$ cat config.mk
export PLATFORM = sky130hd
export DESIGN_NAME = uart_msg_scheduler
export DESIGN_NICKNAME = d
export VERILOG_FILES = /design/src/rtl/uart_msg_pkg.sv /design/src/rtl/msg_pending_arbiter.sv /design/src/rtl/uart_msg_scheduler.sv
export SDC_FILE = /design/constraint.sdc
export NUM_CORES = 1
export LEC_CHECK = 0
export CAP_MARGIN = 0
export CORE_ASPECT_RATIO = 0.8
export CORE_MARGIN = 5
export CORE_UTILIZATION = 60
export DETAILED_ROUTE_END_ITERATION = 10
export PLACE_DENSITY = 0.84
export SYNTH_ARGS = -nofsm -noshare
export SYNTH_HDL_FRONTEND = slang
export SYNTH_SLANG_ARGS = --single-unit
$ cat constraint.sdc
create_clock -name clk -period 10.57 [get_ports clk]
set_input_delay 1.5855 -clock clk [delete_from_list [all_inputs] [get_ports clk]]
set_output_delay 1.5855 -clock clk [all_outputs]
set_load 0.005 [all_outputs]
$ cat src/rtl/uart_msg_pkg.sv
`default_nettype none
// ============================================================================
// Module      : uart_msg_pkg
// Description : Shared byte codes, FSM state encoding and request priority
//               indices for the UART game-event message scheduler.
// Revision    : 1.0 - initial release
// ============================================================================
package uart_msg_pkg;

    // Byte sent on the UART for each event type
    localparam logic [7:0] MSG_GAME_OVER = 8'h4C;
    localparam logic [7:0] MSG_HIT       = 8'h48;
    localparam logic [7:0] MSG_READY     = 8'h52;

    // Scheduler FSM states
    typedef enum logic [1:0] {
        IDLE  = 2'd0,
        START = 2'd1,
        WAIT  = 2'd2,
        GAP   = 2'd3
    } state_e;

    // Request index; lower value = higher priority
    typedef logic [1:0] prio_idx_t;
    localparam prio_idx_t PRIO_GO  = 2'd0;
    localparam prio_idx_t PRIO_HIT = 2'd1;
    localparam prio_idx_t PRIO_RDY = 2'd2;

    // Map a request index to the byte that announces it
    function automatic logic [7:0] prio_byte(input prio_idx_t idx);
        case (idx)
            PRIO_GO:  prio_byte = MSG_GAME_OVER;
            PRIO_HIT: prio_byte = MSG_HIT;
            default:  prio_byte = MSG_READY;
        endcase
    endfunction

endpackage
`default_nettype wire

$ cat src/rtl/msg_pending_arbiter.sv
`default_nettype none
// ============================================================================
// Module      : msg_pending_arbiter
// Description : Holds pending game-event requests (game-over flag, saturating
//               hit counter, ready flag) and selects the highest-priority one.
// Revision    : 1.0 - initial release
// ============================================================================
module msg_pending_arbiter
    import uart_msg_pkg::*;
#(
    parameter int HIT_CNT_W = 4
) (
    input  logic            clk,
    input  logic            rst,
    input  logic            enable_i,
    input  logic            ev_go_i,
    input  logic            ev_rdy_i,
    input  logic            ev_hit_i,
    input  logic            consume_i,
    input  logic            requeue_i,
    input  prio_idx_t       requeue_idx_i,
    output logic            any_pend_o,
    output prio_idx_t       sel_idx_o,
    output logic [7:0]      sel_byte_o,
    output logic [2:0]      pending_o,
    output logic            hit_overflow_o
);

    localparam int                   SUM_W   = HIT_CNT_W + 2;
    localparam logic [HIT_CNT_W-1:0] HIT_MAX = '1;

    logic                 go_q, go_d;
    logic                 rdy_q, rdy_d;
    logic                 ovf_q, ovf_d;
    logic [HIT_CNT_W-1:0] hit_q, hit_d;

    logic                 w_go_set, w_go_clr;
    logic                 w_rdy_set, w_rdy_clr;
    logic                 w_hit_rq, w_hit_dec;
    logic [SUM_W-1:0]     w_hit_sum;

    // Fixed-priority select: game over, then hit, then ready
    always_comb begin
        sel_idx_o = PRIO_RDY;
        if (go_q) begin
            sel_idx_o = PRIO_GO;
        end else if (hit_q != '0) begin
            sel_idx_o = PRIO_HIT;
        end
        sel_byte_o     = prio_byte(sel_idx_o);
        any_pend_o     = go_q || (hit_q != '0) || rdy_q;
        pending_o      = {go_q, (hit_q != '0), rdy_q};
        hit_overflow_o = ovf_q;
    end

    // Next pending state: a set beats a same-cycle clear, disable wipes all
    always_comb begin
        w_go_set  = ev_go_i  || (requeue_i && (requeue_idx_i == PRIO_GO));
        w_rdy_set = ev_rdy_i || (requeue_i && (requeue_idx_i == PRIO_RDY));
        w_hit_rq  = requeue_i && (requeue_idx_i == PRIO_HIT);
        w_go_clr  = consume_i && (sel_idx_o == PRIO_GO);
        w_rdy_clr = consume_i && (sel_idx_o == PRIO_RDY);
        w_hit_dec = consume_i && (sel_idx_o == PRIO_HIT);

        // Decrement only happens with a non-zero count, so no underflow
        w_hit_sum = SUM_W'(hit_q) + SUM_W'(ev_hit_i) + SUM_W'(w_hit_rq)
                  - SUM_W'(w_hit_dec);

        go_d  = enable_i && (w_go_set  || (go_q  && !w_go_clr));
        rdy_d = enable_i && (w_rdy_set || (rdy_q && !w_rdy_clr));

        if (!enable_i) begin
            hit_d = '0;
        end else if (w_hit_sum > SUM_W'(HIT_MAX)) begin
            hit_d = HIT_MAX;
        end else begin
            hit_d = w_hit_sum[HIT_CNT_W-1:0];
        end

        // Sticky: an event hit arrived while the counter was already full
        ovf_d = ovf_q || (enable_i && ev_hit_i && (hit_q == HIT_MAX));
    end

    // Pending request registers
    always_ff @(posedge clk) begin
        if (rst) begin
            go_q  <= 1'b0;
            rdy_q <= 1'b0;
            ovf_q <= 1'b0;
            hit_q <= '0;
        end else begin
            go_q  <= go_d;
            rdy_q <= rdy_d;
            ovf_q <= ovf_d;
            hit_q <= hit_d;
        end
    end

endmodule
`default_nettype wire

$ cat src/rtl/uart_msg_scheduler.sv
`default_nettype none
// ============================================================================
// Module      : uart_msg_scheduler
// Description : Serialises game events onto a shared UART TX, one byte per
//               event, with inter-frame gap, TX timeout and game-over repeat.
// Revision    : 1.0 - initial release
// ============================================================================
module uart_msg_scheduler
    import uart_msg_pkg::*;
#(
    parameter int GAP_CYCLES     = 1000,
    parameter int TIMEOUT_CYCLES = 100000,
    parameter int GO_REPEAT      = 3,
    parameter int HIT_CNT_W      = 4
) (
    input  logic       clk,
    input  logic       rst,
    input  logic       enable,
    input  logic       ev_game_over,
    input  logic       ev_ready,
    input  logic       ev_hit,
    input  logic       tx_done,
    output logic       tx_start,
    output logic [7:0] tx_data,
    output logic       busy,
    output logic [2:0] pending,
    output logic       hit_overflow,
    output logic       timeout_err
);

    localparam int               CNT_MAX   = (GAP_CYCLES > TIMEOUT_CYCLES) ? GAP_CYCLES : TIMEOUT_CYCLES;
    localparam int               CNT_W     = $clog2(CNT_MAX + 1);
    localparam int               REP_W     = $clog2(GO_REPEAT + 1);
    localparam logic [CNT_W-1:0] GAP_LAST  = CNT_W'(GAP_CYCLES - 1);
    localparam logic [CNT_W-1:0] TOUT_LAST = CNT_W'(TIMEOUT_CYCLES - 1);
    localparam logic [REP_W-1:0] REP_LOAD  = REP_W'(GO_REPEAT - 1);

    state_e           state_q, state_d;
    logic [CNT_W-1:0] cnt_q, cnt_d;
    logic [REP_W-1:0] rep_q, rep_d;
    logic [7:0]       data_q, data_d;
    prio_idx_t        cur_q, cur_d;
    logic             tx_start_q;
    logic             tout_q, tout_d;

    logic             w_take, w_timeout, w_gap_done;
    logic             w_any_pend, w_ovf;
    prio_idx_t        w_sel_idx;
    logic [7:0]       w_sel_byte;
    logic [2:0]       w_pending;

    assign w_take     = (state_q == IDLE) && enable && w_any_pend;
    assign w_timeout  = (state_q == WAIT) && !tx_done && (cnt_q == TOUT_LAST);
    assign w_gap_done = (state_q == GAP) && (cnt_q == GAP_LAST);

    msg_pending_arbiter #(
        .HIT_CNT_W (HIT_CNT_W)
    ) u_arb (
        .clk            (clk),
        .rst            (rst),
        .enable_i       (enable),
        .ev_go_i        (ev_game_over),
        .ev_rdy_i       (ev_ready),
        .ev_hit_i       (ev_hit),
        .consume_i      (w_take),
        .requeue_i      (w_timeout),
        .requeue_idx_i  (cur_q),
        .any_pend_o     (w_any_pend),
        .sel_idx_o      (w_sel_idx),
        .sel_byte_o     (w_sel_byte),
        .pending_o      (w_pending),
        .hit_overflow_o (w_ovf)
    );

    // FSM state register
    always_ff @(posedge clk) begin
        if (rst) begin
            state_q <= IDLE;
        end else begin
            state_q <= state_d;
        end
    end

    // FSM next-state: select, one-cycle start, wait for done/timeout, gap
    always_comb begin
        state_d = state_q;
        case (state_q)
            IDLE:    if (w_take) state_d = START;
            START:   state_d = WAIT;
            WAIT:    if (tx_done || w_timeout) state_d = GAP;
            GAP:     if (w_gap_done) state_d = (rep_q != '0) ? START : IDLE;
            default: state_d = IDLE;
        endcase
    end

    // FSM outputs; tx_start comes straight from a register
    always_comb begin
        busy         = (state_q != IDLE);
        tx_start     = tx_start_q;
        tx_data      = data_q;
        pending      = w_pending;
        hit_overflow = w_ovf;
        timeout_err  = tout_q;
    end

    // Datapath next values: cycle counter, repeat count, latched byte
    always_comb begin
        cnt_d  = (state_d != state_q) ? '0 : cnt_q + CNT_W'(1);
        data_d = w_take ? w_sel_byte : data_q;
        cur_d  = w_take ? w_sel_idx  : cur_q;

        rep_d = rep_q;
        if (w_take) begin
            rep_d = (w_sel_idx == PRIO_GO) ? REP_LOAD : '0;
        end else if (w_gap_done && (rep_q != '0)) begin
            rep_d = rep_q - REP_W'(1);
        end
        // A timed-out game over is re-queued and restarts its full sequence
        if (w_timeout || !enable) begin
            rep_d = '0;
        end

        tout_d = tout_q || w_timeout;
    end

    // Datapath registers
    always_ff @(posedge clk) begin
        if (rst) begin
            cnt_q      <= '0;
            rep_q      <= '0;
            data_q     <= 8'h00;
            cur_q      <= PRIO_GO;
            tx_start_q <= 1'b0;
            tout_q     <= 1'b0;
        end else begin
            cnt_q      <= cnt_d;
            rep_q      <= rep_d;
            data_q     <= data_d;
            cur_q      <= cur_d;
            tx_start_q <= (state_d == START);
            tout_q     <= tout_d;
        end
    end

endmodule
`default_nettype wire

==> results of run 1 <==
placed cells by master, fill, tap and decap left out, types with 2 or more instances in the layout:
| cell | n |
|---|---|
| conb_1 | 3 |
| nand3_1 | 10 |
| xnor2_1 | 12 |
| a21o_1 | 2 |
| clkbuf_8 | 6 |
| nand4_1 | 6 |
| clkdlybuf4s50_1 | 18 |
| inv_1 | 15 |
| or3_1 | 3 |
| nand2b_1 | 2 |
| or4_1 | 2 |
| a21oi_1 | 17 |
| o21ai_0 | 2 |
| nor2_1 | 16 |
| nor3_1 | 16 |
| xor2_1 | 8 |
| nor2b_1 | 3 |
| a31oi_1 | 2 |
| dfxtp_1 | 36 |
| nor3_2 | 10 |
| ha_1 | 10 |
| nor3b_1 | 2 |
| nand2_1 | 15 |
| clkbuf_1 | 2 |
| nor4b_1 | 2 |
| and3_1 | 2 |
| and4_1 | 3 |
sequential cells by signal, indices dropped and copies added (netlist names), 2 cells and up:
signal,cells
cur_q,2
state_q,2
cnt_q,17
rep_q,2
tx_data,4
u_arb.hit_q,4
worst paths after layout:
path | from | endpoint | cells past startpoint
max | tx_done | u_arb.hit_q[0] | 13
min | tx_data[2] | tx_data[2] | 2
max reg2reg | cnt_q[11] | u_arb.hit_q[0] | 14
min reg2reg | tx_data[2] | tx_data[2] | 2
area by class of cell:
cell class / instances / area share, %
clock buffer: 8 / 4.09
inverter: 15 / 2.55
multi-input combinational: 162 / 49.9
sequential: 36 / 32.7
tap: 40 / 2.27
timing repair buffer: 19 / 8.51
worst max-delay path, stage by stage:
cell and delay (ns):
clkdlybuf4s50_1 0.43, or4_1 0.61, nor2_1 0.12, nand2_1 0.06, ha_1 0.27, inv_1 0.04
ha_1 0.22, fa_1 0.44, and3_1 0.18, a221o_1 0.31, a31oi_1 0.14, o211ai_1 0.16
a21oi_1 0.17
cells by family (layout without fill, tap and decap cells):
family | after synthesis | after routing | synth area share [%]
buffers and inverters | 28 | 42 | 7.41
XOR/XNOR | 20 | 20 | 8.95
AO/OA/AOI/OAI | 31 | 31 | 10.6
adder cells (fa/ha/maj) | 11 | 11 | 7.41
other | 1 | 3 | 0.192
flip-flops | 36 | 36 | 36.8
AND/OR/NAND/NOR | 97 | 97 | 28.6
synthesized netlist by cell type (2+ instances only):
| cell type | instances | area, sq um |
|---|---|---|
| and3_1 | 2 | 12.5 |
| nor3_1 | 16 | 80.1 |
| a21oi_1 | 17 | 85.1 |
| clkbuf_1 | 3 | 11.3 |
| or3_1 | 3 | 18.8 |
| buf_2 | 2 | 10.0 |
| a21o_1 | 2 | 15.0 |
| or4_1 | 2 | 15.0 |
| nand4_1 | 6 | 37.5 |
| nor4b_1 | 2 | 17.5 |
| xnor2_1 | 12 | 105 |
| dfxtp_1 | 36 | 721 |
| buf_4 | 6 | 45.0 |
| o21ai_0 | 2 | 10.0 |
| ha_1 | 10 | 125 |
| xor2_1 | 8 | 70.1 |
| and4_1 | 3 | 26.3 |
| nor3b_1 | 2 | 15.0 |
| inv_1 | 15 | 56.3 |
| nand2b_1 | 2 | 12.5 |
| nor3_2 | 10 | 100 |
| nand3_1 | 10 | 50.1 |
| buf_6 | 2 | 22.5 |
| a31oi_1 | 2 | 12.5 |
| nor2_1 | 16 | 60.1 |
| nor2b_1 | 3 | 18.8 |
| nand2_1 | 15 | 56.3 |
report_power, final:
| group | switching (W) | internal (W) |
|---|---|---|
| sequential | 0.0000152 | 0.000151 |
| clock | 0.0000453 | 0.0000531 |
| combinational | 0.000106 | 0.0000832 |
per-layer routing:
layer / track usage, % / vias up / share of wire, %
met3: 4.89 / 9 / 4.5
li1: - / 814 / -
met4: 8.53 / 0 / 2.1
met1: 24.1 / 737 / 47
met5: 0 / - / 0
met2: 30.4 / 36 / 46
through the flow:
stage	instances	setup slack (ns)	cell area, sq um	total power [W]
floorplan	226	6.39	1970	0.000319
global placement	272	5.84	2110	0.000352
detailed placement	272	5.78	2110	0.000356
CTS	280	6.05	2200	0.000456
global route	280	5.90	2200	0.000491
finish	280	6.04	2200	0.000453
==> results.sh, run 1 <==
export IMPL_status="finished, final reports clean"
export IMPL_finalSetupTns_ns=0
export IMPL_period_minus_slack_ns=4.53
export IMPL_rows=18
export IMPL_drive_above_1_share_pct=8.33
export IMPL_cts_setup_buffers=0
export IMPL_rsz0062_at_grt="no"
export IMPL_slew_viol_final=0
export IMPL_cts_root_buf="clkbuf_8"
export IMPL_antenna_found_initial=0
export IMPL_multiInputGateArea_sq_mm=0.00110
export IMPL_wl_per_cell_um=13.2
export IMPL_clock_fmax_mhz=221
export IMPL_hold_viol_final=0
export IMPL_numCtsBuffers=5
export IMPL_clkLatencyLatePin_ns=0.29
export IMPL_hold_ws_ns=0.462
export IMPL_gp_congestion=0.834
export IMPL_hold_path_class="reg2reg"
export IMPL_finalClockSkew_ns=0.00285
export IMPL_io_buffers=18
export IMPL_totalWireLength_mm=3.71
export IMPL_first_global_vias=1505
export IMPL_die_x_um=73.9
export IMPL_dr_pass1_iters=4
export IMPL_clk_pin_slew_ns=0.06
export IMPL_diodes=0
export IMPL_synth_cell_type_count=42
export IMPL_regToRegSetupSlack_ns=6.92
export IMPL_grt_pass1_wl_mm=6.60
export IMPL_worst_pin_slew_ns=0.866
export IMPL_crit_required_ns=10.79
export IMPL_critPathKind="in2reg"
export IMPL_fillers=251
export IMPL_relSlewSlack_pct=42.2
export IMPL_ioPinCount=22
export IMPL_cts_tree="built"
export IMPL_vias=1596
export IMPL_maxCapViolations=0
export IMPL_ant_nets=0
export IMPL_grt_overflow_total=0
export IMPL_leakagePower_nw=0.782
export IMPL_peakVddDrop_v=0.000183
export IMPL_fin_util_pct=70.9
export IMPL_synth_ff_type="dfxtp_1"
export IMPL_ys_ff_latch=36
export IMPL_cp_end_kind="register"
export IMPL_cts_hold_fix_buffers=0
export IMPL_start_kind="primary input"
export IMPL_fp_dieH_um=61.1
export IMPL_critPathArrivalTime_ns=4.75
export IMPL_cts_max_level=2
export IMPL_grt_max_degree=30
export IMPL_seq_area_sq_um=721
export IMPL_dp_hpwl_mm=2.71
export IMPL_setup_viol=0
export IMPL_syn_inst=224
export IMPL_route_detailed_drc=0
export IMPL_clockBufferDepth=2
export IMPL_synth_seq_area_share_pct=36.8
export IMPL_pwr_density_cell_mw_per_mm2=206
export IMPL_drt_iter0_markers=88
export IMPL_syn_area_sq_mm=0.00196
export IMPL_grt_util_all_layers_pct=18.9
export IMPL_initial_utilization_pct=63.0
export IMPL_synth_edf_count=0
export IMPL_async_flop_share_pct=0
export IMPL_die_area_sq_mm=0.00451
export IMPL_cts_resized=0
export IMPL_ys_warn_count=0
export IMPL_finalCritPeriodShare_pct=42.9
export IMPL_coreArea_sq_mm=0.00311
export IMPL_drt_vias_per_instance=5.70
export IMPL_area_growth_pct=12.6
export IMPL_synth_avg_cell_area_sq_um=8.74
export IMPL_path_max_fanout=5
export IMPL_clkSinkCount=36
export IMPL_finalNetCount=257
No activity file was read; power rests on OpenSTA's default activity.
==> run 2: changes to the inputs <==
CORE_UTILIZATION = 50   (was 60)
PLACE_DENSITY = 0.75   (was 0.84)
clock period = 3.8 ns   (was 10.57 ns; I/O delays follow)
==> run 2 against run 1 <==
- design area grew 2.2%
- clock skew is essentially flat
- first-iteration DRC count decreased by 48%
- utilization down 11 points
- routed wire length fell by 3.0%
- non-clock buffer count grew 4
- global-route usage shrank 4.1 points
- combinational power grew to 2.8 times the previous value
- sequential power grew to 2.8 times the previous value
- sequential cell count stayed put
- critical path type is now reg2reg
- largest power group unchanged
==> results.sh, run 2 (synthesis gave the netlist of run 1 again) <==
export IMPL_status="finished, final reports clean"
export IMPL_largest_reg_flops=17
export IMPL_crit_path_max_incr_delay_ns=0.45
export IMPL_finalClockSkew_ns=0.00292
export IMPL_rsz0062_at_grt="no"
export IMPL_routed_top_layer="met4"
export IMPL_gp_congestion=0.814
export IMPL_finalCritPeriodShare_pct=92.6
export IMPL_final_common_cell="dfxtp_1"
export IMPL_ant_nets=0
export IMPL_route_met2_wl_mm=1.60
export IMPL_critPathLaunch="cnt_q[11]"
export IMPL_wl_met3_um=141
export IMPL_ioPinCount=22
export IMPL_top_register="cnt_q"
export IMPL_io_buffers=18
export IMPL_grt_max_degree=30
export IMPL_seq_area_sq_um=721
export IMPL_rows=20
export IMPL_cts_setup_buffers=0
export IMPL_wl_met1_mm=1.79
export IMPL_grt_overflow_total=0
export IMPL_clk_pin_slew_ns=0.06
export IMPL_fp_dieH_um=66.0
export IMPL_finalNetCount=261
export IMPL_wl_per_cell_um=12.0
export IMPL_die_x_um=80.0
export IMPL_finalSetupTns_ns=0
export IMPL_grt_pass1_wl_mm=6.27
export IMPL_initial_utilization_pct=51.8
export IMPL_worst_pin_slew_ns=0.855
export IMPL_cts_root_buf="clkbuf_8"
export IMPL_crit_required_ns=4.01
export IMPL_drt_vias_per_instance=5.24
export IMPL_route_detailed_drc=0
export IMPL_critPathCapture="u_arb.hit_q[1]"
export IMPL_cp_end_kind="register"
export IMPL_rr_worst_depth=14
export IMPL_start_kind="register"
export IMPL_diodes=0
export IMPL_antenna_found_initial=0
export IMPL_hold_ws_ns=0.448
export IMPL_stdcell_area_sq_mm=0.00225
export IMPL_critPathKind="reg2reg"
export IMPL_relSlewSlack_pct=43.0
export IMPL_peakVddDrop_v=0.000462
export IMPL_maxCapViolations=0
export IMPL_clkLatencyLatePin_ns=0.28
export IMPL_dp_hpwl_mm=2.66
export IMPL_layout_common_cells="36 x dfxtp_1, 18 x clkdlybuf4s50_1, 17 x a21oi_1"
export IMPL_vias=1568
export IMPL_cts_hold_fix_buffers=0
export IMPL_drive_above_1_share_pct=9.84
export IMPL_clockBufferDepth=2
export IMPL_rr_endpoint="u_arb.hit_q[1]"
export IMPL_cts_tree="built"
export IMPL_critPathArrivalTime_ns=3.73
export IMPL_coreArea_sq_mm=0.00378
export IMPL_period_minus_slack_ns=3.52
export IMPL_path_cells="nor4_1 -> nand4_1 -> or4_1 -> nor2_1 -> nand2_1 -> ha_1 -> inv_1 -> ha_1 -> fa_1 -> and3_1 -> a221o_1 -> a31oi_1 -> o211ai_1 -> a21oi_1"
export IMPL_area_growth_pct=15.1
export IMPL_hold_viol_final=0
export IMPL_multiInputGateArea_sq_mm=0.00110
export IMPL_die_area_sq_mm=0.00528
export IMPL_hold_path_class="reg2reg"
export IMPL_dr_pass1_iters=4
export IMPL_grt_util_all_layers_pct=14.8
export IMPL_regToRegSetupSlack_ns=0.28
export IMPL_drt_iter0_markers=46
export IMPL_setup_viol=0
export IMPL_place_area_sq_mm=0.00216
export IMPL_numCtsBuffers=5
export IMPL_pwr_density_cell_mw_per_mm2=562
export IMPL_fillers=339
export IMPL_slew_viol_final=0
export IMPL_path_max_fanout=6
export IMPL_cts_resized=0
export IMPL_first_global_vias=1469
export IMPL_reg2reg_from="cnt_q[11]"
export IMPL_leakagePower_nw=0.801
export IMPL_clkSinkCount=36
export IMPL_crit_path_frequent_cell="ha_1"
export IMPL_cts_max_level=2
export IMPL_totalWireLength_mm=3.60
export IMPL_power_w=0.00127
export IMPL_clock_fmax_mhz=284
export IMPL_cp_slowest_cell="or4_1"
==> run 2: cell count changes in the layout (fill, tap and decap cells not counted), sizes merged <==
cell,delta
buf,+4
==> run 2: where the power goes <==
group / internal (W) / switching [W] / total [W]
registers: 0.000420 / 0.0000429 / 0.000463
clock network: 0.000148 / 0.000123 / 0.000271
logic: 0.000240 / 0.000293 / 0.000533
==> run 2: per-stage QoR <==
stage	cells	utilization (%)	worst slack (ns)
floorplan	226	-	0.450
global placement	291	57.3	0.143
detailed placement	291	57.3	0.124
CTS	299	59.6	0.257
global route	299	59.6	0.0100
finish	299	59.6	0.283
==> run 2: worst max-delay path, delay by kind of cell (launching register included) <==
kind / cells / cell delay (ns)
AO/OA/AOI/OAI: 4 / 0.78
flip-flops: 1 / 0.36
buffers and inverters: 1 / 0.04
adder cells (fa/ha/maj): 3 / 0.91
AND/OR/NAND/NOR: 6 / 1.36
==> run 2: area by class of cell <==
cell class / count / share of cell area (%)
Tap cell: 55 / 3.05
Multi-Input combinational cell: 162 / 48.8
Inverter: 15 / 2.50
Timing Repair Buffer: 23 / 9.66
Clock buffer: 8 / 4.00
Sequential cell: 36 / 32.0
==> run 2: how the worst min path moves through the flow <==
stage                        to  cells past startpoint  slack [ns]   startpoint
CTS                 timeout_err                      2        0.45  timeout_err
floorplan           timeout_err                      2        0.44  timeout_err
global route        timeout_err                      2        0.49  timeout_err
global placement    timeout_err                      2        0.44  timeout_err
finish              timeout_err                      2        0.45  timeout_err
detailed placement  timeout_err                      2        0.44  timeout_err
==> run 2: metal layers <==
metal  track usage, %  up-vias
met5                0        -
met4             5.06        0
met3             2.86        6
met2             24.8       21
met1             18.9      722
li1                 -      819
